==> config.mk <==
export PLATFORM = sky130hd
export DESIGN_NAME = mode_switcher_flat
export DESIGN_NICKNAME = d
export VERILOG_FILES = /design/src/rtl/mode_switcher_pkg.sv /design/src/rtl/mode_switcher_if.sv /design/src/rtl/switch_slice_mux.sv /design/src/rtl/mode_switcher.sv /design/src/flat_wrapper.sv
export SDC_FILE = /design/constraint.sdc
export NUM_CORES = 1
export LEC_CHECK = 0
export CORE_UTILIZATION = 44
export CTS_BUF_LIST = sky130_fd_sc_hd__clkbuf_8
export CTS_CLUSTER_DIAMETER = 40
export CTS_CLUSTER_SIZE = 24
export DETAILED_ROUTE_END_ITERATION = 10
export PLACE_DENSITY = 0.95
export REMOVE_ABC_BUFFERS = 1
export SYNTH_ARGS = -nofsm -noshare
export SYNTH_HDL_FRONTEND = slang
export SYNTH_SLANG_ARGS = --single-unit
==> constraint.sdc <==
create_clock -name Clk -period 2.5 [get_ports Clk]
set_input_delay 0.375 -clock Clk [delete_from_list [all_inputs] [get_ports Clk]]
set_output_delay 0.375 -clock Clk [all_outputs]
set_load 0.02 [all_outputs]
==> src/rtl/mode_switcher_pkg.sv <==
// Shared types and defaults for the mode switcher: FSM states, source mode
// encodings, parameter defaults and the packing of per-mode control bits.
package mode_switcher_pkg;

  typedef enum logic [1:0] {
    StRun     = 2'd0,
    StQuiesce = 2'd1,
    StGuard   = 2'd2,
    StReload  = 2'd3
  } state_e;

  typedef enum logic [1:0] {
    ModeAcq      = 2'd0,
    ModeScurve   = 2'd1,
    ModeSweepAcq = 2'd2
  } mode_e;

  localparam int unsigned DefNumModes       = 4;
  localparam int unsigned DefModeBits       = 2;
  localparam int unsigned DefNumDac         = 3;
  localparam int unsigned DefDacWidth       = 10;
  localparam int unsigned DefDataWidth      = 16;
  localparam int unsigned DefGuardCycles    = 8;
  localparam int unsigned DefQuiesceTimeout = 1024;

  // Per-mode control bits are packed into one slice so a single mux selects them.
  localparam int unsigned CtrlW      = 5;
  localparam int unsigned CtrlSCLoad = 4;
  localparam int unsigned CtrlStart  = 3;
  localparam int unsigned CtrlBusy   = 2;
  localparam int unsigned CtrlDone   = 1;
  localparam int unsigned CtrlDataEn = 0;

endpackage

==> src/rtl/mode_switcher_if.sv <==
// Bundle of the per-mode source buses and the switched outputs.
// master: the mode sources / environment; slave: the switcher.
interface mode_switcher_if
  import mode_switcher_pkg::*;
#(
  parameter int unsigned NUM_MODES  = DefNumModes,
  parameter int unsigned MODE_BITS  = DefModeBits,
  parameter int unsigned NUM_DAC    = DefNumDac,
  parameter int unsigned DAC_WIDTH  = DefDacWidth,
  parameter int unsigned DATA_WIDTH = DefDataWidth
);

  logic [MODE_BITS-1:0]                     ModeSelect;
  logic [NUM_MODES*NUM_DAC*DAC_WIDTH-1:0]   SrcDac;
  logic [NUM_MODES-1:0]                     SrcSCLoad;
  logic [NUM_MODES-1:0]                     SrcStartStop;
  logic [NUM_MODES-1:0]                     SrcBusy;
  logic [NUM_MODES-1:0]                     SrcDone;
  logic [NUM_MODES*DATA_WIDTH-1:0]          SrcData;
  logic [NUM_MODES-1:0]                     SrcData_en;

  logic [NUM_DAC*DAC_WIDTH-1:0]             OutDac;
  logic                                     OutSCParameterLoad;
  logic [NUM_MODES-1:0]                     OutStartStop;
  logic                                     SweepTestDone;
  logic [DATA_WIDTH-1:0]                    UsbFifoData;
  logic                                     UsbFifoData_en;
  logic [MODE_BITS-1:0]                     ActiveMode;
  logic                                     SwitchBusy;
  logic [15:0]                              DroppedCount;

  modport master (
    output ModeSelect, SrcDac, SrcSCLoad, SrcStartStop, SrcBusy, SrcDone, SrcData, SrcData_en,
    input  OutDac, OutSCParameterLoad, OutStartStop, SweepTestDone, UsbFifoData, UsbFifoData_en,
    input  ActiveMode, SwitchBusy, DroppedCount
  );

  modport slave (
    input  ModeSelect, SrcDac, SrcSCLoad, SrcStartStop, SrcBusy, SrcDone, SrcData, SrcData_en,
    output OutDac, OutSCParameterLoad, OutStartStop, SweepTestDone, UsbFifoData, UsbFifoData_en,
    output ActiveMode, SwitchBusy, DroppedCount
  );

endinterface

==> src/rtl/switch_slice_mux.sv <==
// Selects one WIDTH-bit slice out of NUM_MODES packed slices; slice m sits at
// bits [m*WIDTH +: WIDTH]. An out-of-range select yields zero.
module switch_slice_mux #(
  parameter int unsigned WIDTH     = 1,
  parameter int unsigned NUM_MODES = 4
) (
  input  logic [NUM_MODES*WIDTH-1:0] bus_i,
  input  logic [31:0]                sel_i,
  output logic [WIDTH-1:0]           slice_o
);

  // Plain indexed select written as a loop so any NUM_MODES works.
  always_comb begin
    slice_o = '0;
    for (int unsigned m = 0; m < NUM_MODES; m++) begin
      if (sel_i == m) slice_o = bus_i[m*WIDTH +: WIDTH];
    end
  end

endmodule

==> src/rtl/mode_switcher.sv <==
// Switches the SC DAC codes, control levels and USB data stream between source
// modes. A switch quiesces the old source, waits a guard interval, then issues a
// single parameter-load pulse with the new mode's DAC codes. All outputs are
// registered.
module mode_switcher
  import mode_switcher_pkg::*;
#(
  parameter int unsigned NUM_MODES       = DefNumModes,
  parameter int unsigned MODE_BITS       = DefModeBits,
  parameter int unsigned NUM_DAC         = DefNumDac,
  parameter int unsigned DAC_WIDTH       = DefDacWidth,
  parameter int unsigned DATA_WIDTH      = DefDataWidth,
  parameter int unsigned GUARD_CYCLES    = DefGuardCycles,
  parameter int unsigned QUIESCE_TIMEOUT = DefQuiesceTimeout
) (
  input logic            Clk,
  input logic            reset_n,
  mode_switcher_if.slave sw_io
);

  localparam int unsigned DacBusW = NUM_DAC * DAC_WIDTH;
  localparam int unsigned CntMax  = (QUIESCE_TIMEOUT > GUARD_CYCLES) ? QUIESCE_TIMEOUT
                                                                     : GUARD_CYCLES;
  localparam int unsigned CntW    = $clog2(CntMax + 1);

  state_e                state_q, state_d;
  logic [MODE_BITS-1:0]  active_q, active_d;
  logic [MODE_BITS-1:0]  tgt_q, tgt_d;
  logic [CntW-1:0]       cnt_q, cnt_d;
  logic [DacBusW-1:0]    dac_q, dac_d;
  logic                  load_q, load_d;
  logic [NUM_MODES-1:0]  ss_q, ss_d;
  logic                  done_q, done_d;
  logic [DATA_WIDTH-1:0] data_q, data_d;
  logic                  en_q, en_d;
  logic                  busy_q, busy_d;
  logic [15:0]           drop_q, drop_d;

  logic [NUM_MODES*CtrlW-1:0] ctrl_bus;
  logic [CtrlW-1:0]           ctrl_act;
  logic [DacBusW-1:0]         dac_act, dac_tgt;
  logic [DATA_WIDTH-1:0]      data_act;
  logic                       sel_ok;

  for (genvar m = 0; m < NUM_MODES; m++) begin : g_ctrl
    assign ctrl_bus[m*CtrlW +: CtrlW] = {sw_io.SrcSCLoad[m], sw_io.SrcStartStop[m],
                                         sw_io.SrcBusy[m], sw_io.SrcDone[m],
                                         sw_io.SrcData_en[m]};
  end

  switch_slice_mux #(.WIDTH(DacBusW), .NUM_MODES(NUM_MODES)) u_dac_act (
    .bus_i  (sw_io.SrcDac),
    .sel_i  (32'(active_q)),
    .slice_o(dac_act)
  );

  // Second DAC select feeds the reload with the target's codes before ActiveMode updates.
  switch_slice_mux #(.WIDTH(DacBusW), .NUM_MODES(NUM_MODES)) u_dac_tgt (
    .bus_i  (sw_io.SrcDac),
    .sel_i  (32'(tgt_q)),
    .slice_o(dac_tgt)
  );

  switch_slice_mux #(.WIDTH(DATA_WIDTH), .NUM_MODES(NUM_MODES)) u_data (
    .bus_i  (sw_io.SrcData),
    .sel_i  (32'(active_q)),
    .slice_o(data_act)
  );

  switch_slice_mux #(.WIDTH(CtrlW), .NUM_MODES(NUM_MODES)) u_ctrl (
    .bus_i  (ctrl_bus),
    .sel_i  (32'(active_q)),
    .slice_o(ctrl_act)
  );

  // Next state and next registered outputs; pulses default low, buses hold.
  always_comb begin
    state_d  = state_q;
    active_d = active_q;
    tgt_d    = tgt_q;
    cnt_d    = cnt_q;
    dac_d    = dac_q;
    load_d   = 1'b0;
    ss_d     = '0;
    done_d   = 1'b0;
    data_d   = data_q;
    en_d     = 1'b0;
    drop_d   = drop_q;
    sel_ok   = 32'(sw_io.ModeSelect) < NUM_MODES;

    unique case (state_q)
      StRun: begin
        dac_d  = dac_act;
        load_d = ctrl_act[CtrlSCLoad];
        done_d = ctrl_act[CtrlDone];
        data_d = data_act;
        en_d   = ctrl_act[CtrlDataEn];
        for (int unsigned m = 0; m < NUM_MODES; m++) begin
          ss_d[m] = ctrl_act[CtrlStart] && (32'(active_q) == m);
        end
        if (sel_ok && (sw_io.ModeSelect != active_q)) begin
          tgt_d   = sw_io.ModeSelect;
          cnt_d   = '0;
          state_d = StQuiesce;
        end
      end
      StQuiesce: begin
        // Old mode keeps draining its data while the start level is withdrawn.
        dac_d  = dac_act;
        data_d = data_act;
        en_d   = ctrl_act[CtrlDataEn];
        if (sel_ok) tgt_d = sw_io.ModeSelect;
        if (tgt_d == active_q) begin
          state_d = StRun;
        end else if (!ctrl_act[CtrlBusy] || (cnt_q == CntW'(QUIESCE_TIMEOUT - 1))) begin
          cnt_d   = CntW'(GUARD_CYCLES - 1);
          state_d = StGuard;
        end else begin
          cnt_d = cnt_q + CntW'(1);
        end
      end
      StGuard: begin
        if ((|sw_io.SrcData_en) && (drop_q != 16'hFFFF)) drop_d = drop_q + 16'd1;
        if (cnt_q == '0) begin
          // Pulse is raised here so it lines up with the RELOAD state.
          active_d = tgt_q;
          load_d   = 1'b1;
          dac_d    = dac_tgt;
          state_d  = StReload;
        end else begin
          cnt_d = cnt_q - CntW'(1);
        end
      end
      StReload: begin
        if ((|sw_io.SrcData_en) && (drop_q != 16'hFFFF)) drop_d = drop_q + 16'd1;
        dac_d   = dac_act;
        state_d = StRun;
      end
      default: state_d = StRun;
    endcase

    busy_d = (state_d != StRun);
  end

  // State and output registers with synchronous active-low reset.
  always_ff @(posedge Clk) begin
    if (!reset_n) begin
      state_q  <= StRun;
      active_q <= '0;
      tgt_q    <= '0;
      cnt_q    <= '0;
      dac_q    <= '0;
      load_q   <= 1'b0;
      ss_q     <= '0;
      done_q   <= 1'b0;
      data_q   <= '0;
      en_q     <= 1'b0;
      busy_q   <= 1'b0;
      drop_q   <= '0;
    end else begin
      state_q  <= state_d;
      active_q <= active_d;
      tgt_q    <= tgt_d;
      cnt_q    <= cnt_d;
      dac_q    <= dac_d;
      load_q   <= load_d;
      ss_q     <= ss_d;
      done_q   <= done_d;
      data_q   <= data_d;
      en_q     <= en_d;
      busy_q   <= busy_d;
      drop_q   <= drop_d;
    end
  end

  assign sw_io.OutDac             = dac_q;
  assign sw_io.OutSCParameterLoad = load_q;
  assign sw_io.OutStartStop       = ss_q;
  assign sw_io.SweepTestDone      = done_q;
  assign sw_io.UsbFifoData        = data_q;
  assign sw_io.UsbFifoData_en     = en_q;
  assign sw_io.ActiveMode         = active_q;
  assign sw_io.SwitchBusy         = busy_q;
  assign sw_io.DroppedCount       = drop_q;

endmodule
==> src/flat_wrapper.sv <==
// flat-port wrapper written by rule: the top's interface ports become plain ports
module mode_switcher_flat import mode_switcher_pkg::*;
#(
  parameter int unsigned NUM_MODES       = DefNumModes,
  parameter int unsigned MODE_BITS       = DefModeBits,
  parameter int unsigned NUM_DAC         = DefNumDac,
  parameter int unsigned DAC_WIDTH       = DefDacWidth,
  parameter int unsigned DATA_WIDTH      = DefDataWidth,
  parameter int unsigned GUARD_CYCLES    = DefGuardCycles,
  parameter int unsigned QUIESCE_TIMEOUT = DefQuiesceTimeout
)
  (Clk, reset_n, sw_io_ModeSelect, sw_io_SrcDac, sw_io_SrcSCLoad, sw_io_SrcStartStop, sw_io_SrcBusy, sw_io_SrcDone, sw_io_SrcData, sw_io_SrcData_en, sw_io_OutDac, sw_io_OutSCParameterLoad, sw_io_OutStartStop, sw_io_SweepTestDone, sw_io_UsbFifoData, sw_io_UsbFifoData_en, sw_io_ActiveMode, sw_io_SwitchBusy, sw_io_DroppedCount);
  mode_switcher_if #(.NUM_MODES(NUM_MODES), .MODE_BITS(MODE_BITS), .NUM_DAC(NUM_DAC), .DAC_WIDTH(DAC_WIDTH), .DATA_WIDTH(DATA_WIDTH)) sw_io_i ();
  input logic Clk;
  input logic reset_n;
  input wire logic [$bits(sw_io_i.ModeSelect)-1:0] sw_io_ModeSelect;
  input wire logic [$bits(sw_io_i.SrcDac)-1:0] sw_io_SrcDac;
  input wire logic [$bits(sw_io_i.SrcSCLoad)-1:0] sw_io_SrcSCLoad;
  input wire logic [$bits(sw_io_i.SrcStartStop)-1:0] sw_io_SrcStartStop;
  input wire logic [$bits(sw_io_i.SrcBusy)-1:0] sw_io_SrcBusy;
  input wire logic [$bits(sw_io_i.SrcDone)-1:0] sw_io_SrcDone;
  input wire logic [$bits(sw_io_i.SrcData)-1:0] sw_io_SrcData;
  input wire logic [$bits(sw_io_i.SrcData_en)-1:0] sw_io_SrcData_en;
  output wire logic [$bits(sw_io_i.OutDac)-1:0] sw_io_OutDac;
  output wire logic [$bits(sw_io_i.OutSCParameterLoad)-1:0] sw_io_OutSCParameterLoad;
  output wire logic [$bits(sw_io_i.OutStartStop)-1:0] sw_io_OutStartStop;
  output wire logic [$bits(sw_io_i.SweepTestDone)-1:0] sw_io_SweepTestDone;
  output wire logic [$bits(sw_io_i.UsbFifoData)-1:0] sw_io_UsbFifoData;
  output wire logic [$bits(sw_io_i.UsbFifoData_en)-1:0] sw_io_UsbFifoData_en;
  output wire logic [$bits(sw_io_i.ActiveMode)-1:0] sw_io_ActiveMode;
  output wire logic [$bits(sw_io_i.SwitchBusy)-1:0] sw_io_SwitchBusy;
  output wire logic [$bits(sw_io_i.DroppedCount)-1:0] sw_io_DroppedCount;
  assign sw_io_i.ModeSelect = sw_io_ModeSelect;
  assign sw_io_i.SrcDac = sw_io_SrcDac;
  assign sw_io_i.SrcSCLoad = sw_io_SrcSCLoad;
  assign sw_io_i.SrcStartStop = sw_io_SrcStartStop;
  assign sw_io_i.SrcBusy = sw_io_SrcBusy;
  assign sw_io_i.SrcDone = sw_io_SrcDone;
  assign sw_io_i.SrcData = sw_io_SrcData;
  assign sw_io_i.SrcData_en = sw_io_SrcData_en;
  assign sw_io_OutDac = sw_io_i.OutDac;
  assign sw_io_OutSCParameterLoad = sw_io_i.OutSCParameterLoad;
  assign sw_io_OutStartStop = sw_io_i.OutStartStop;
  assign sw_io_SweepTestDone = sw_io_i.SweepTestDone;
  assign sw_io_UsbFifoData = sw_io_i.UsbFifoData;
  assign sw_io_UsbFifoData_en = sw_io_i.UsbFifoData_en;
  assign sw_io_ActiveMode = sw_io_i.ActiveMode;
  assign sw_io_SwitchBusy = sw_io_i.SwitchBusy;
  assign sw_io_DroppedCount = sw_io_i.DroppedCount;
  mode_switcher #(.NUM_MODES(NUM_MODES), .MODE_BITS(MODE_BITS), .NUM_DAC(NUM_DAC), .DAC_WIDTH(DAC_WIDTH), .DATA_WIDTH(DATA_WIDTH), .GUARD_CYCLES(GUARD_CYCLES), .QUIESCE_TIMEOUT(QUIESCE_TIMEOUT)) u_core (.Clk(Clk), .reset_n(reset_n), .sw_io(sw_io_i));
endmodule
Word level (Yosys, flattened, before mapping)
Cells that the tools add are included.
{"block": "totals", "reg_bits": 87, "input_bits": 208, "wordCells": 90}
{"block": "classes", "addsub": 3, "eq_ne": 17, "n_mux": 33, "n_reduce_logical": 25}
{"op": "$mux 30", "n": 9}
{"op": "$logic_not 32->1", "n": 2}
{"op": "$mux 16", "n": 4}
{"op": "$pmux 30 s2", "n": 1}
{"op": "$mux 11", "n": 4}
{"op": "$pmux 11 s3", "n": 1}
{"op": "$mux 5", "n": 4}
{"op": "$add 16x1->16 const B", "n": 1}
{"op": "$ne 16x16->1 const B", "n": 1}
{"op": "$eq 2x2->1 const B", "n": 6}
{"op": "$mux 2", "n": 6}
{"op": "$add 11x1->11 const B", "n": 1}
{"op": "$eq 11x10->1 const B", "n": 1}
{"op": "$logic_not 11->1", "n": 1}
{"op": "$sub 11x1->11 const B", "n": 1}
{"op": "$reduce_and 2->1", "n": 5}
{"op": "$pmux 2 s4", "n": 1}
{"op": "$eq 2x1->1 const B", "n": 3}
{"op": "$logic_and 1x1->1", "n": 5}
{"op": "$logic_not 2->1", "n": 2}
{"op": "$ne 2x1->1 const B", "n": 2}
{"op": "$ne 2x2->1 const B", "n": 2}
{"op": "$pmux 2 s2", "n": 1}
{"op": "$reduce_and 4->1", "n": 1}
{"op": "other kinds (11)", "n": 13}

Longest topological paths before layout
Gate-level depths: netlist (run 1).
{"block": "logic_depth", "word_depth": 11, "depth_mapped": 9, "ltp_nobuf": 7}

Modules after synthesis
A second synthesis (run 1) with hierarchy kept.
{"block": "hier_totals", "hier_cells": 723, "area_unflattened_um2": 7161.9}
{"mod": "mode_switcher", "n_inst": 1, "cells_each": 485, "area_each_um2": 4383.0}
{"mod": "switch_slice_mux (u_core.u_dac_act ...)", "n_inst": 2, "cells_each": 82, "area_each_um2": 997.2}
{"mod": "switch_slice_mux (u_core.u_data)", "n_inst": 1, "cells_each": 50, "area_each_um2": 563.0}
{"mod": "switch_slice_mux (u_core.u_ctrl)", "n_inst": 1, "cells_each": 24, "area_each_um2": 221.5}

Worst setup path before layout (run 1)
OpenSTA, ideal clock, no wires.
{"block": "synth_timing", "path_type": "register to register", "start": "reg u_core.state_q[0]", "end": "reg u_core.cnt_q[8]", "arrival_ps": 1803, "required_ps": 2383, "setup_slack_ps": 580, "path_stages_with_launch": 10, "path_buffers": 2, "period_less_slack_ps": 1920, "path_cell_list": "dfxtp_1 inv_1 ha_1 buf_2 or2_0 buf_2 a31oi_4 a21oi_4 o21bai_1 a22o_1"}
{"block": "synth_between", "elab_chain_cells": 3}
{"item": "from (decl)", "line_no": "mode_switcher.sv:26", "source": "state_e state_q, state_d;"}
{"item": "from (signal assigned)", "line_no": "mode_switcher.sv:148", "source": "state_q <= StRun;"}
{"item": "from (signal assigned)", "line_no": "mode_switcher.sv:161", "source": "state_q <= state_d;"}
{"item": "$eq 2x2->1, or another cell as far along", "line_no": "mode_switcher.sv:91", "source": "unique case (state_q)"}
{"item": "$ne 2x2->1 (no line), or another cell as far along"}
{"item": "$reduce_and 4->1 (no line)"}
{"item": "to (signal assigned)", "line_no": "mode_switcher.sv:164", "source": "cnt_q <= cnt_d;"}
{"item": "to (decl)", "line_no": "mode_switcher.sv:29", "source": "logic [CntW-1:0] cnt_q, cnt_d;"}
Parallel ways exist; a longest one is shown, timed or not.
A chain may end at the register's enable or synchronous reset.

Final worst setup path (run 1)
{"block": "layout_timing", "start": "reg u_core.active_q[1] (netlist: u_core.sw_io.ActiveMode[1])", "end": "out sw_io_ActiveMode[1]"}
{"item": "from (decl)", "line_no": "mode_switcher.sv:27", "source": "logic [MODE_BITS-1:0] active_q, active_d;"}
{"item": "from (signal assigned)", "line_no": "mode_switcher.sv:162", "source": "active_q <= active_d;"}
{"item": "to (decl)", "line_no": "flat_wrapper.sv:30", "source": "output wire logic [$bits(sw_io_i.ActiveMode)-1:0] sw_io_ActiveMode;"}
No word-level cell between the ends.

==> metrics.yaml, run 1 <==
crit_buf_inv: 2
run_status: "finished clean"
synth.cell_area_um2: 6220
cts_root_buffer: "sky130_fd_sc_hd__clkbuf_8"
cts_htree_levels: 3
synth_area_per_cell_um2: 10.4
antenna_fix_cells: 0
global_route.usage.total_pct: 28.9
route.detailed.vias_per_inst: 6.05
holdCritPathClass: "register to register"
ys_seq_elements: 87
period_share_pct: 93.0
total_power_per_unit_cell_area_nw_per_um2: 464
starting_density_of_the_core_pct: 45.0
tritoncts: "built"
cts-buffers-inserted: 9
detail_route.drc_violations: 0
postSynth.asyncResetShare_pct: 0
synth_edf_count: 0
fp.dieArea_um2: 14600
cts_setup_buffers: 0
yosys_warning_count: 0
timing_max_transition_violations_final: 0
nNetsFinal: 1069
clock-sinks: 87
share_clk_of_total_power_pct: 25.0
detail_route.iter0.violations: 447
die-width_um: 121
grt_pass1_vias: 6180
crit_path_top_delay_cell: "sky130_fd_sc_hd__clkdlybuf4s50_1"
clk_path_buf_depth: 2
worstPathArrival_ns: 1.95
critical_path_type: "register to primary output"
share_comb_of_total_power_pct: 39.1
worst_slew_pin_slew_ns: 0.634
postLayoutCoreUtil_pct: 68.1
global_route_overflow: 0
clkSlewWorstSetupHoldPaths_ns: 0.09
critical_path_required_ns: 2.12
peakVddDrop_mv: 0.234
n_fill_cell: 992
clkLatencyLatePin_ns: 0.39
place.port_buffers: 279
critPathLaunchType: "register"
worst_slack_ns: 0.175
path_max_fanout: 21
initial_antenna_violation_count: 0
syn-instance-count: 596
post-route-cell-area_um2: 9410
pin_count_of_the_biggest_net_entering_global_routing: 51
slew-limit-headroom_pct: 57.6
placement.cell_area_um2: 9200
dp.final_hpwl_um: 16500
critical-path-top-delay-family: "buffers and inverters"
drt_pre_antenna_iters: 5
synthFlopType: "sky130_fd_sc_hd__dfxtp_1"
core_um2: 13800
placement.setup.worst_slack_ns: 0.371
num_rows: 43
stdcell_count: 1038
detail-route-antenna-nets: 0
finClkSkew_ns: 0.0191
design.portCount: 280
area_growth_pct: 51.4
crit_chain: "buf_4 > clkdlybuf4s50_1"
cts_hold_buf: 0
drv.max_cap_violation_count: 0
internal_power_uw: 2940
cellLeakagePower_uw: 0.00315
netlist-cell-type-count: 63
die_h_um: 121
cts-resized-gates: 0
fin_hold_ws_ns: 0.451
final_hold_viol_count: 0
layout-drive-gt1-share_pct: 16.2
min_period_ns: 2.32
routed_wirelength_um: 21100
power_switching_share_pct: 32.7
p_switching_uw: 1430
grt_pass1_wl_um: 32100
cell_count_post_placement: 1022
drt_wl_cell_um: 20.3
finalSetupViolations: 0
end_kind: "primary output"
gpl.final_weighted_congestion: 0.899
grt_setup_unrepaired: "false"
power.share.sequential_pct: 35.9
vias: 6282
seq_area_frac_synth_pct: 28.0
critPathMaxStageDelay_ns: 0.67
achievable-frequency_mhz: 430
[metal layers]
metal	wire length (µm)	global-route usage, %	vias to the layer above
li1	-	-	2819
met1	7500	32.6	3016
met2	10900	49.5	395
met3	1870	7.66	52
met4	846	15.9	0
met5	0	0	-
[layout by cell type, fill, tap and decap left out, types with 4 or more instances in the layout]
cell and count:
sky130_fd_sc_hd__nand3_1 12, sky130_fd_sc_hd__mux4_2 78, sky130_fd_sc_hd__buf_4 17, sky130_fd_sc_hd__inv_1 11
sky130_fd_sc_hd__nand2_1 59, sky130_fd_sc_hd__a31oi_1 6, sky130_fd_sc_hd__o22ai_1 4, sky130_fd_sc_hd__o21ai_0 14
sky130_fd_sc_hd__dfxtp_1 84, sky130_fd_sc_hd__a211oi_1 33, sky130_fd_sc_hd__clkbuf_8 11, sky130_fd_sc_hd__buf_12 4
sky130_fd_sc_hd__nor4_1 9, sky130_fd_sc_hd__nor2b_1 4, sky130_fd_sc_hd__ha_1 7, sky130_fd_sc_hd__mux2i_1 37
sky130_fd_sc_hd__nor3_1 5, sky130_fd_sc_hd__nor4_4 4, sky130_fd_sc_hd__xnor2_1 16, sky130_fd_sc_hd__nor2_1 61
sky130_fd_sc_hd__clkdlybuf4s50_1 279, sky130_fd_sc_hd__nand4_1 5, sky130_fd_sc_hd__a21oi_1 28
[state kept, by name, indices dropped and copies added (netlist names), 2 cells and up]
signal                     flops
u_core.sw_io.OutDac           30
u_core.cnt_q                  11
u_core.state_q                 2
u_core.sw_io.ActiveMode        2
u_core.sw_io.DroppedCount     16
u_core.sw_io.OutStartStop      4
u_core.sw_io.UsbFifoData      16
u_core.tgt_q                   2
[power groups by stage]
| stage | clock [µW] | sequential, µW | combinational [µW] |
|---|---|---|---|
| after global placement | 0 | 1590 | 1630 |
| after CTS | 1110 | 1560 | 1700 |
| after global routing | 1160 | 1580 | 1810 |
| after floorplan | 0 | 1730 | 765 |
| final | 1090 | 1570 | 1710 |
| after detailed placement | 0 | 1600 | 1690 |
[worst register-to-register path, delay by kind of cell, from the launching register on]
kind,cells,cell delay (ns)
buffers and inverters,1,0.21
and+or+nand+nor,2,0.74
DFF,1,0.41
AOI/OAI and AO/OA,3,0.69
[path summary, 6_finish.rpt]
check / startpoint / to / slack [ns] / cells after the start
setup / recovery: u_core.sw_io.ActiveMode[1] / sw_io_ActiveMode[1] / 0.18 / 2
hold reg to reg: u_core.sw_io.UsbFifoData[10] / u_core.sw_io.UsbFifoData[10] / 0.45 / 2
setup reg to reg: u_core.cnt_q[4] / u_core.cnt_q[8] / 0.39 / 6
hold / removal: u_core.sw_io.UsbFifoData[10] / u_core.sw_io.UsbFifoData[10] / 0.45 / 2
[final cells by class]
| type | count | area (µm²) | area share [%] |
|---|---|---|---|
| Multi-Input combinational cell | 442 | 4170 | 44.3 |
| Timing Repair Buffer | 300 | 3000 | 31.9 |
| Sequential cell | 87 | 1750 | 18.6 |
| Tap cell | 180 | 225 | 2.39 |
| Clock buffer | 11 | 151 | 1.61 |
| Clock inverter | 5 | 65.1 | 0.691 |
| Inverter | 13 | 48.8 | 0.518 |
[cells in the mapped netlist, types with 5 or more instances]
cell type	n	area [µm²]
sky130_fd_sc_hd__clkbuf_1	22	82.6
sky130_fd_sc_hd__dfxtp_1	87	1740
sky130_fd_sc_hd__a21oi_1	28	140
sky130_fd_sc_hd__ha_1	8	100
sky130_fd_sc_hd__buf_2	20	100
sky130_fd_sc_hd__a211oi_1	33	248
sky130_fd_sc_hd__inv_1	11	41.3
sky130_fd_sc_hd__a31oi_1	6	37.5
sky130_fd_sc_hd__nand2_1	59	221
sky130_fd_sc_hd__mux4_2	78	1760
sky130_fd_sc_hd__o21ai_0	14	70.1
sky130_fd_sc_hd__nand4_1	5	31.3
sky130_fd_sc_hd__nand3_1	13	65.1
sky130_fd_sc_hd__nor4_1	9	56.3
sky130_fd_sc_hd__buf_4	8	60.1
sky130_fd_sc_hd__xnor2_1	16	140
sky130_fd_sc_hd__nor2_1	61	229
sky130_fd_sc_hd__nor3_1	5	25.0
sky130_fd_sc_hd__mux2i_1	37	370
[stage by stage]
step	power [µW]	setup TNS, ns
floorplan	2500	-78.15
global placement	3220	0
detailed placement	3290	0
CTS	4380	0
global route	4550	0
finish	4360	0
[cell families after synthesis]
logic type               Yosys count  synth area share (%)
flip-flops                        87                  28.0
XOR/XNOR                          17                  2.40
AND/OR/NAND/NOR                  186                  15.7
AO/OA/AOI/OAI                    114                  12.7
multiplexers                     117                  34.6
adder cells (fa/ha/maj)            8                  1.61
buffers and inverters             67                  4.95
Power figures use the tool's default switching activity.
==> run 2, diff against run 1 <==
--- a/config.mk
+++ b/config.mk
@@ -5,6 +5,7 @@
 export SDC_FILE = /design/constraint.sdc
 export NUM_CORES = 1
 export LEC_CHECK = 0
+export ABC_AREA = 1
 export CORE_UTILIZATION = 44
 export CTS_BUF_LIST = sky130_fd_sc_hd__clkbuf_8
 export CTS_CLUSTER_DIAMETER = 40
==> metrics.yaml, run 2 <==
power.share.sequential_pct: 36.2  # +0.3 points
global_route_overflow: 0  # unchanged
n_fill_cell: 1158  # +17%
peakVddDrop_mv: 0.246  # +5.2%
postSynth.asyncResetShare_pct: 0  # unchanged
detail_route.drc_violations: 0  # unchanged
cts_root_buffer: "sky130_fd_sc_hd__clkbuf_8"
yosys_warning_count: 0  # unchanged
share_clk_of_total_power_pct: 21.0  # -4.0 points
layout-drive-gt1-share_pct: 5.77  # -10 points
clock-sinks: 87  # unchanged
finClkSkew_ns: 0.0136  # -0.00547 ns
layout.cells.most_common: "sky130_fd_sc_hd__nand2_1"
holdCritPathClass: "register to register"
internal_power_uw: 2820  # -3.9%
route.detailed.vias_per_inst: 5.67  # -6.3%
core_um2: 13900  # +0.39%
global_route.usage.total_pct: 34.0  # +5.1 points
cts_hold_buf: 0  # unchanged
crit_path_top_delay_cell: "sky130_fd_sc_hd__clkdlybuf4s50_1"
final_cell_mix: "350 x sky130_fd_sc_hd__nand2_1, 279 x sky130_fd_sc_hd__clkdlybuf4s50_1, 96 x sky130_fd_sc_hd__nand3_1"
wl_met1_um: 9300  # +24%
clkSlewWorstSetupHoldPaths_ns: 0.09  # about the same
num_rows: 43  # unchanged
timing_max_transition_violations_final: 0  # unchanged
die_h_um: 121  # +0.19%
drt_wl_cell_um: 17.0  # -16%
p_switching_uw: 1680  # +18%
synth_common_cells: "350 x sky130_fd_sc_hd__nand2_1, 96 x sky130_fd_sc_hd__nand3_1, 87 x sky130_fd_sc_hd__dfxtp_1"
critPathMaxStageDelay_ns: 0.86  # +0.19 ns
synth_area_leaders: "sky130_fd_sc_hd__dfxtp_1 28%, sky130_fd_sc_hd__nand2_1 21%, sky130_fd_sc_hd__nand3_1 7.7%"
yosysTopAreaCellShare_pct: 27.9  # -0.35 points
sequential_cell_area_um2: 1740  # -0.36%
min_period_ns: 2.24  # -0.0884 ns
synth_most_common_cell: "sky130_fd_sc_hd__nand2_1"
detail_route.iter0.violations: 660  # +48%
critical_path.startpoint: "u_core.sw_io.ActiveMode[0]"
post-route-cell-area_um2: 9370  # -0.48%
gpl.final_weighted_congestion: 0.929  # +3.3%
detail-route-antenna-nets: 0  # unchanged
worstPathArrival_ns: 1.86  # -0.09 ns
dp.final_hpwl_um: 18700  # +13%
netlist-cell-type-count: 40  # -37%
drt_pre_antenna_iters: 8  # +3
share_comb_of_total_power_pct: 42.8  # +3.7 points
placement.cell_area_um2: 9190  # about the same
slew-limit-headroom_pct: 57.7  # +0.090 points
top_layer_used: "met4"
met2_length_um: 11900  # +9.3%
synth_edf_count: 0  # unchanged
regToRegStartpoint: "u_core.cnt_q[0]"
pin_count_of_the_biggest_net_entering_global_routing: 51  # unchanged
final_hold_viol_count: 0  # unchanged
critical_path_type: "register to primary output"
stdcell_count: 1463  # +41%
path_depth: 1  # -1
area_growth_pct: 50.1
hold_sp: "u_core.sw_io.OutDac[27]"
finalSetupViolations: 0  # unchanged
crit_end: "sw_io_ActiveMode[0]"
end_kind: "primary output"
clk_path_buf_depth: 2  # unchanged
die-width_um: 121  # +0.19%
tritoncts: "built"
starting_density_of_the_core_pct: 45.0  # about the same
vias: 8300  # +32%
synth_top_area_cell: "sky130_fd_sc_hd__dfxtp_1"
area_of_the_multi_input_gates_um2: 3960  # -5.2%
crit_chain: "clkdlybuf4s50_1"
synth_area_per_cell_um2: 6.12  # -41%
drv.max_cap_violation_count: 0  # unchanged
critical_path_required_ns: 2.12  # about the same
routed_wirelength_um: 24900  # +18%
cell_count_post_placement: 1448  # +42%
cts_htree_levels: 3  # unchanged
dr_wl_met3_um: 2510  # +34%
place.port_buffers: 279  # unchanged
critical-path-top-delay-family: "buffers and inverters"
critPathLaunchType: "register"
fp.dieArea_um2: 14700  # +0.38%
grt_pass1_wl_um: 39100  # +22%
path_max_fanout: 9  # -57%
regToRegSetupSlack_ns: 0.46  # +0.07 ns
run_status: "finished clean"
cts_setup_buffers: 0  # unchanged
initial_antenna_violation_count: 0  # unchanged
grt_setup_unrepaired: "false"
largest_register_ffs: 30  # unchanged
postLayoutCoreUtil_pct: 67.5  # -0.59 points
synthFlopType: "sky130_fd_sc_hd__dfxtp_1"
crit_buf_inv: 1  # -1
achievable-frequency_mhz: 447  # +4.0%
fin_hold_ws_ns: 0.474  # +0.0232 ns
seq_area_frac_synth_pct: 27.9  # -0.11 points
cts-resized-gates: 0  # unchanged
grt_pass1_vias: 8173  # +32%
ys_seq_elements: 87  # unchanged
clkLatencyLatePin_ns: 0.37  # -0.02 ns
crit-reg2reg-capture: "u_core.cnt_q[1]"
synth.cell_area_um2: 6240  # +0.38%
cts-buffers-inserted: 9  # unchanged
design.portCount: 280  # unchanged
rr_worst_depth: 9  # +3
power_switching_share_pct: 37.3  # +4.6 points
nNetsFinal: 1495  # +40%
syn-instance-count: 1020  # +71%
cellLeakagePower_uw: 0.00372  # +18%
total_power_per_unit_cell_area_nw_per_um2: 481  # +3.7%
period_share_pct: 89.5  # -3.5 points
antenna_fix_cells: 0  # unchanged
worst_slew_pin_slew_ns: 0.635  # +0.000987 ns
==> run 2: cell count changes after synthesis, sizes merged, moves of 13 or more <==
cell    delta
o21a      +15
nand2    +294
a21oi     +64
nor4      -13
inv       +62
mux2i     -37
nand3     +84
o211ai    +30
o21ai     +70
mux4      -78
a211oi    -34
==> run 2: worst min path at each step <==
stage | end | slack (ns) | cells after the start
6_report | u_core.sw_io.OutDac[27] | 0.47 | 2
2_1_floorplan | u_core.cnt_q[6] | 0.48 | 2
3_3_place_gp | u_core.sw_io.OutDac[26] | 0.45 | 2
3_5_place_dp | u_core.sw_io.OutDac[6] | 0.46 | 2
5_1_grt | u_core.sw_io.OutDac[3] | 0.49 | 2
4_1_cts | u_core.sw_io.OutDac[27] | 0.47 | 2
==> run 2: cell type report <==
class / instances / share of cell area, %
Timing Repair Buffer: 305 / 31.9
Inverter: 75 / 3.01
Clock buffer: 12 / 1.76
Multi-Input combinational cell: 801 / 42.2
Clock inverter: 3 / 0.120
Sequential cell: 87 / 18.6
Tap cell: 180 / 2.40
==> run 2: cells by family (layout without fill, tap and decap cells) <==
logic type               after synthesis  in the layout  synth area share, %
AND/OR/NAND/NOR                      526            526                 35.8
AO/OA/AOI/OAI                        255            255                 24.1
buffers and inverters                132            395                 8.90
flip-flops                            87             87                 27.9
XOR/XNOR                              12             12                 1.68
adder cells (fa/ha/maj)                8              8                 1.60
==> run 2: routing by layer <==
layer	global-route usage [%]	vias up
li1	-	3932
met1	38.8	3782
met2	58.5	487
met3	7.28	99
met4	19.4	0
met5	0	-
==> run 2: metrics by stage <==
step           power, µW  setup TNS [ns]  setup WS (ns)
2_1_floorplan       2610          -20.46         -0.550
3_3_place_gp        3510               0          0.549
3_5_place_dp        3550               0          0.479
4_1_cts             4480               0          0.266
5_1_grt             4720               0          0.225
6_report            4500               0          0.263
==> run 2: power groups by stage <==
| stage | Clock [µW] | Combinational (µW) | Sequential, µW |
|---|---|---|---|
| after floorplan | 0 | 833 | 1780 |
| after global placement | 0 | 1850 | 1650 |
| after detailed placement | 0 | 1900 | 1660 |
| after CTS | 944 | 1900 | 1630 |
| after global routing | 988 | 2090 | 1650 |
| final | 946 | 1930 | 1630 |
